**src/rtl/multiword_add_sub_sequencer.sv**
```systemverilog
// ============================================================================
// multiword_add_sub_sequencer: runs NUM_WORDS-word add/sub on one external
// DATA_WIDTH-bit adder, LSW first, chaining carry between words.
// Rev 1.0
// ============================================================================
`default_nettype none

module multiword_add_sub_sequencer #(
  parameter int DATA_WIDTH = 16,
  parameter int NUM_WORDS  = 2
) (
  input  logic                            CLK,
  input  logic                            RST_n,
  input  logic                            in_valid,
  output logic                            in_ready,
  input  logic [DATA_WIDTH*NUM_WORDS-1:0] A_in,
  input  logic [DATA_WIDTH*NUM_WORDS-1:0] B_in,
  input  logic                            SUB,
  output logic [DATA_WIDTH-1:0]           ADD_A,
  output logic [DATA_WIDTH-1:0]           ADD_B,
  output logic                            ADD_Cin,
  input  logic [DATA_WIDTH-1:0]           ADD_S,
  input  logic                            ADD_CF,
  input  logic                            ADD_OF,
  output logic                            out_valid,
  input  logic                            out_ready,
  output logic [DATA_WIDTH*NUM_WORDS-1:0] S_out,
  output logic                            CF_out,
  output logic                            OF_out,
  output logic                            Z_out
);

  localparam int W  = DATA_WIDTH * NUM_WORDS;
  localparam int KW = (NUM_WORDS > 1) ? $clog2(NUM_WORDS) : 1;
  localparam logic [KW-1:0] K_LAST = KW'(NUM_WORDS - 1);

  localparam logic [1:0] IDLE = 2'd0;
  localparam logic [1:0] RUN  = 2'd1;
  localparam logic [1:0] DONE = 2'd2;

  logic [1:0]            state;
  logic [KW-1:0]         k;
  logic [W-1:0]          a_reg;
  logic [W-1:0]          b_reg;
  logic [W-1:0]          s_reg;
  logic [W-1:0]          s_next;
  logic                  sub_reg;
  logic                  carry_reg;
  logic                  of_reg;
  logic                  z_reg;
  logic [DATA_WIDTH-1:0] a_word;
  logic [DATA_WIDTH-1:0] b_word;
  logic                  run;

  // Word mux and result merge; s_next is only consumed while in RUN.
  always_comb begin
    a_word = '0;
    b_word = '0;
    s_next = s_reg;
    for (int i = 0; i < NUM_WORDS; i++) begin
      if (k == KW'(i)) begin
        a_word = a_reg[i*DATA_WIDTH +: DATA_WIDTH];
        b_word = b_reg[i*DATA_WIDTH +: DATA_WIDTH];
        s_next[i*DATA_WIDTH +: DATA_WIDTH] = ADD_S;
      end
    end
  end

  assign run     = (state == RUN);
  assign ADD_A   = run ? a_word : '0;
  assign ADD_B   = run ? (sub_reg ? ~b_word : b_word) : '0;
  assign ADD_Cin = run & carry_reg;

  always_ff @(posedge CLK or negedge RST_n) begin
    if (!RST_n) begin
      state     <= IDLE;
      k         <= '0;
      a_reg     <= '0;
      b_reg     <= '0;
      s_reg     <= '0;
      sub_reg   <= 1'b0;
      carry_reg <= 1'b0;
      of_reg    <= 1'b0;
      z_reg     <= 1'b0;
    end else begin
      case (state)
        IDLE: begin
          if (in_valid) begin
            a_reg     <= A_in;
            b_reg     <= B_in;
            sub_reg   <= SUB;
            carry_reg <= SUB;
            k         <= '0;
            state     <= RUN;
          end
        end
        RUN: begin
          s_reg     <= s_next;
          carry_reg <= ADD_CF;
          of_reg    <= ADD_OF;
          if (k == K_LAST) begin
            z_reg <= (s_next == '0);
            state <= DONE;
          end else begin
            k <= k + 1'b1;
          end
        end
        DONE: begin
          if (out_ready) begin
            state <= IDLE;
          end
        end
        default: state <= IDLE;
      endcase
    end
  end

  // Subtraction carry is an inverted borrow, so flip it back for CF_out.
  assign in_ready  = (state == IDLE);
  assign out_valid = (state == DONE);
  assign S_out     = s_reg;
  assign CF_out    = carry_reg ^ sub_reg;
  assign OF_out    = of_reg;
  assign Z_out     = z_reg;

endmodule

`default_nettype wire

```
**config.mk**
```make
export PLATFORM = sky130hd
export DESIGN_NAME = multiword_add_sub_sequencer
export DESIGN_NICKNAME = d
export VERILOG_FILES = /design/src/rtl/multiword_add_sub_sequencer.sv
export SDC_FILE = /design/constraint.sdc
export NUM_CORES = 1
export LEC_CHECK = 0
export CAP_MARGIN = 25
export CORE_ASPECT_RATIO = 1.4
export CORE_MARGIN = 1.5
export CORE_UTILIZATION = 43
export CTS_BUF_LIST = sky130_fd_sc_hd__clkbuf_4 sky130_fd_sc_hd__clkbuf_8
export CTS_CLUSTER_SIZE = 30
export DETAILED_ROUTE_END_ITERATION = 10
export GPL_ROUTABILITY_DRIVEN = 0
export HOLD_SLACK_MARGIN = 0.05
export PLACE_DENSITY = 0.79
export SYNTH_ARGS = -nofsm -noshare
export SYNTH_HDL_FRONTEND = slang
export SYNTH_SLANG_ARGS = --single-unit
export TNS_END_PERCENT = 5
```
**constraint.sdc**
```tcl
create_clock -name CLK -period 1.4 [get_ports CLK]
set_input_delay 0.28 -clock CLK [delete_from_list [all_inputs] [get_ports CLK]]
set_output_delay 0.28 -clock CLK [all_outputs]
set_load 0.01 [all_outputs]
```
== Word-level counts from Yosys, hierarchy flattened ==
Index checks and enable logic that the tools add are counted.

* Register bits after elaboration: 103
* Input bits: 87
* Output and inout port bits: 70
* Word-level logic and storage cells: 41

* Add/sub/neg operators: 1
* Eq/ne operators: 5
* Muxes and demuxes: 16
* Bitwise operators: 3
* Reduce and logical (&&, ||, !) cells: 7

{| class="wikitable"
|+ Operators by type and width
! operator !! count
|-
| 2-to-1 mux 16 bit || 7
|-
| zero test 32 bit || 1
|-
| NOT 16 bit || 1
|-
| 2-to-1 mux 2 bit || 3
|-
| one-hot mux 2 bit (3 select lines) || 1
|-
| AND reduction 2 bit || 3
|-
| inequality test 2 bit, second input constant || 2
|-
| one-hot mux 1 bit (2 select lines) || 2
|-
| 2-to-1 mux 1 bit || 3
|-
| AND reduction 3 bit || 1
|-
| == test 2 x 1 -> 1 bit, second input constant || 1
|-
| == test 2 bit, second input constant || 1
|-
| zero test 2 bit || 1
|-
| inequality test 2 x 1 -> 1 bit, second input constant || 1
|-
| nonzero test 2 bit || 1
|-
| adder 1 bit, second input constant || 1
|-
| bitwise AND 1 bit || 1
|-
| XOR 1 bit || 1
|}

== Logic depth before layout (Yosys ltp) ==
* Depth after elaboration: 4
* Mapped depth: 6
* Gate-level depth less buffers: 4

== Worst setup path after synthesis ==
No wires, ideal clock.

* Path type: flip-flop to output port
* Start point: register k
* End point: output ADD_A[10]
* Arrival time: 1298 ps
* Data required time: 1120 ps
* Path slack: -178 ps
* Stages on the path, launching flop included: 7
* Buffers on the path: 4
* Path through: dfrtp_1 -> buf_6 -> buf_4 -> buf_4 -> buf_4 -> mux2i_1 -> nor2_1

* Word-level cells in the longest chain between the ends: 2

{| class="wikitable"
|+ RTL lines
! item !! line !! source
|-
| start: declaration || 42 || <nowiki>logic [KW-1:0] k;</nowiki>
|-
| start signal: assignment || 105 || <nowiki>k <= k + 1'b1;</nowiki>
|-
| 2-to-1 mux 16 bit || 61 || <nowiki>if (k == KW'(i)) begin</nowiki>
|-
| 2-to-1 mux 16 bit || 70 || <nowiki>assign ADD_A = run ? a_word : '0;</nowiki>
|-
| end: declaration || 19 || <nowiki>output logic [DATA_WIDTH-1:0] ADD_A,</nowiki>
|}

Every way passes these cells.

== Final worst setup path ==
* Start point: register k
* End point: output ADD_A[3]

The elaborated chain is that of the path after synthesis.

==> flow_summary_export.csv <==
group,metric,value,unit
power,power,0.0149,W
routing,via_count,4069,
synthesis,synth_top_family_by_area,"simple AND/OR/NAND/NOR gates",
synthesis,synth_edf_count,0,
synthesis,ys_async_sr_fraction,100,%
routing,drc,0,
cts,clk_pin_slew,0.11,ns
setup_path,worstReg2RegEnd,"Z_out",
synthesis,synth_top_cell_by_area,"dfrtp_1",
timing,whs,0.424,ns
timing,rsz0062_at_grt,"yes",
cts,cts_sinks,103,
power,max-vdd-ir-drop,0.998,mV
setup_path,worstSetupPathType,"reg2out",
setup_path,reg2regPathDepth,7,
place,hpwl,9380,um
synthesis,synthTopCellsByArea,"dfrtp_1, nand2_1, mux2_2",
floorplanning,core_area,10800,um2
hold_path,hold_start,"B_in[4]",
timing,worst_pin_slew,0.421,ns
flow_run,cap_violations,0,
floorplanning,start_util,43.7,%
synthesis,synth_top_cell_area_share,54.8,%
synthesis,synth_top_cells_by_count,"nand2_1, dfrtp_1, nor2_1",
synthesis,synth_ff_type,"dfrtp_1",
floorplanning,dieArea,11600,um2
floorplanning,die_y,127,um
setup_path,crit_arrival,1.68,ns
setup_path,path_max_fanout,7,
place,port_buffers,156,
synthesis,synthAdderAreaFrac,0,%
timing,drv_slew,0,
global_route,grt_pass1_wl,20300,um
routing,ant_nets,0,
cts,cts_buffer_depth,2,
power,powerDensity,2170,nW/um2
cts,htreeDepth,3,
routing,dr.pass1.iters,6,
hold_path,hold_path.class,"in2reg",
power,leakage,3.46,nW
synthesis,synthMuxAreaShare,14.5,%
outcome,outcome,"finished, violations left",
setup_path,setup.worst_path.end_class,"output port",
synthesis,synth_most_common_cell,"nand2_1",
timing,skew,0.0137,ns
finish,final_nets,766,
setup_path,cp_data_required_time,1.12,ns
floorplanning,std_cell_rows,45,
cts,cts_made_buffers,9,
synthesis,ys_warn_count,0,
cts,root_buffer,"clkbuf_8",
synthesis,synth_compound_area_share,1.33,%
synthesis,ys_ff_latch,103,
setup_path,r2r_setup_slack,-0.38,ns
synthesis,synthesis.area_per_instance,9.74,um2
timing,setup_violations,67,
global_route,antenna_found_initial,0,
routing,viasPerCell,4.93,
timing,fmax,0.511,GHz
synthesis,ys_seq_area_share,54.8,%
synthesis,synth-xor-area-share,3.17,%
cts,insertion_delay,0.37,ns
hold_path,min_to,"b_reg[4]",
timing,fin_ws,-0.555,ns
floorplanning,ioPinCount,157,
finish,drive_gt1_share,24.1,%
routing,drtIter0Drc,207,
routing,wl_per_cell,15.4,um
floorplanning,die_w,91.4,um
timing,post-route-period-util,140,%
timing,slew_headroom,71.7,%
setup_path,start_kind,"flop",
global_route,grt_pass1_vias,4210,
finish,syn_to_final_growth,46.5,%
hold_path,min_path_cells,3,
synthesis,syn_area,4700,um2
synthesis,synth_nets,570,
timing,hold_viol,0,
global_route,grt_max_degree,59,
global_route,grt_usage,22.5,%
routing,routed_wl,12700,um
setup_path,r2r_start,"k",
finish,antenna_cells,0,
synthesis,yosys.area_share.simple,22.9,%
cts,cts_tree,"yes",
synthesis,synth_cells,483,
timing,final.min_clock_period,1.96,ns
synthesis,yosysUniqueCellTypes,31,
global_route,overflow,0,
outcome,violations,"negative setup slack",
-- worst max path at each step --
stage / end / from / slack, ns / cells after the start
2_1_floorplan: ADD_B[10] / k / -0.09 / 6
3_3_place_gp: Z_out / ADD_S[6] / -0.45 / 6
3_5_place_dp: Z_out / ADD_S[6] / -0.53 / 6
4_1_cts: ADD_B[5] / k / -0.59 / 6
5_1_grt: ADD_B[14] / k / -0.60 / 6
6_report: ADD_A[3] / k / -0.56 / 6
-- routing by layer --
metal | part of all wire [%] | routed length, um | vias to the layer above | track usage, %
met1 | 40 | 5100 | 1981 | 25.7
met4 | 2.3 | 294 | 0 | 8.55
li1 | - | - | 1934 | -
met3 | 4.2 | 537 | 21 | 4.14
met2 | 53 | 6770 | 133 | 41.2
met5 | 0 | 0 | - | 0
-- worst max-delay path, stage by stage (launching register included) --
cell	delay, ns
dfrtp_2	0.46
buf_6	0.14
buf_8	0.13
buf_16	0.14
mux2i_1	0.12
nor2_1	0.14
buf_2	0.16
-- timing repair --
item | CTS | global route
pin swaps | 23 | 13
endpoints found under the setup margin | 168 | 119
cloned | 1 | 0
hold buffers | 1 | 0
hold endpoints to repair | 103 | 0
gates resized for setup | 219 | 19
setup buffers | 5 | 0
-- area by class of cell --
type	count	area [um2]
Sequential cell	103	2580
Clock buffer	9	124
Fill cell	906	3860
Inverter	2	7.51
Timing Repair Buffer	212	1910
Multi-Input combinational cell	351	2030
Tap cell	141	176
Clock inverter	7	65.1
-- where the power goes --
group	leakage [nW]	total (W)	internal, W	switching, W
clock network	0.0938	0.00180	0.000688	0.00111
registers	1.25	0.00538	0.00443	0.000956
logic	2.12	0.00775	0.00392	0.00383
-- stage by stage --
stage          worst slack (ns)  cell area (um2)  std cells  setup TNS, ns  util [%]
5_1_grt                  -0.603             6890        825         -22.29      64.1
4_1_cts                  -0.586             6880        827         -18.97      64.0
6_report                 -0.555             6890        825         -17.89      64.1
2_1_floorplan           -0.0894             4730        483          -2.17         -
3_3_place_gp             -0.449             6780        804         -20.15      63.0
3_5_place_dp             -0.535             6780        804         -22.64      63.0
-- placed cells by master, fill, tap and decap left out, drive strengths merged --
cell type,instances
nand2,203
dfrtp,103
buf,99
clkdlybuf4s50,85
nor2,39
mux2,32
mux2i,32
dlygate4sd2,19
xor2,17
clkbuf,9
clkdlybuf4s15,8
nor4,5
inv,5
nor3,4
nand3,4
clkinv,3
o21ai,2
nand4,2
nand2b,2
nor4b,2
and2,1
nor2b,1
o311ai,1
a22oi,1
or4,1
a2111oi,1
a22o,1
clkinvlp,1
dlygate4sd3,1
-- kinds of logic (layout without fill, tap and decap cells) --
group                     after synthesis  in the layout
AOI/OAI and AO/OA                       6              6
xor gates and xnor gates               17             17
buffers and inverters                  29            230
DFF                                   103            103
muxes                                  64             64
and+or+nand+nor                       264            264
No activity file was read; power rests on OpenSTA's default activity.
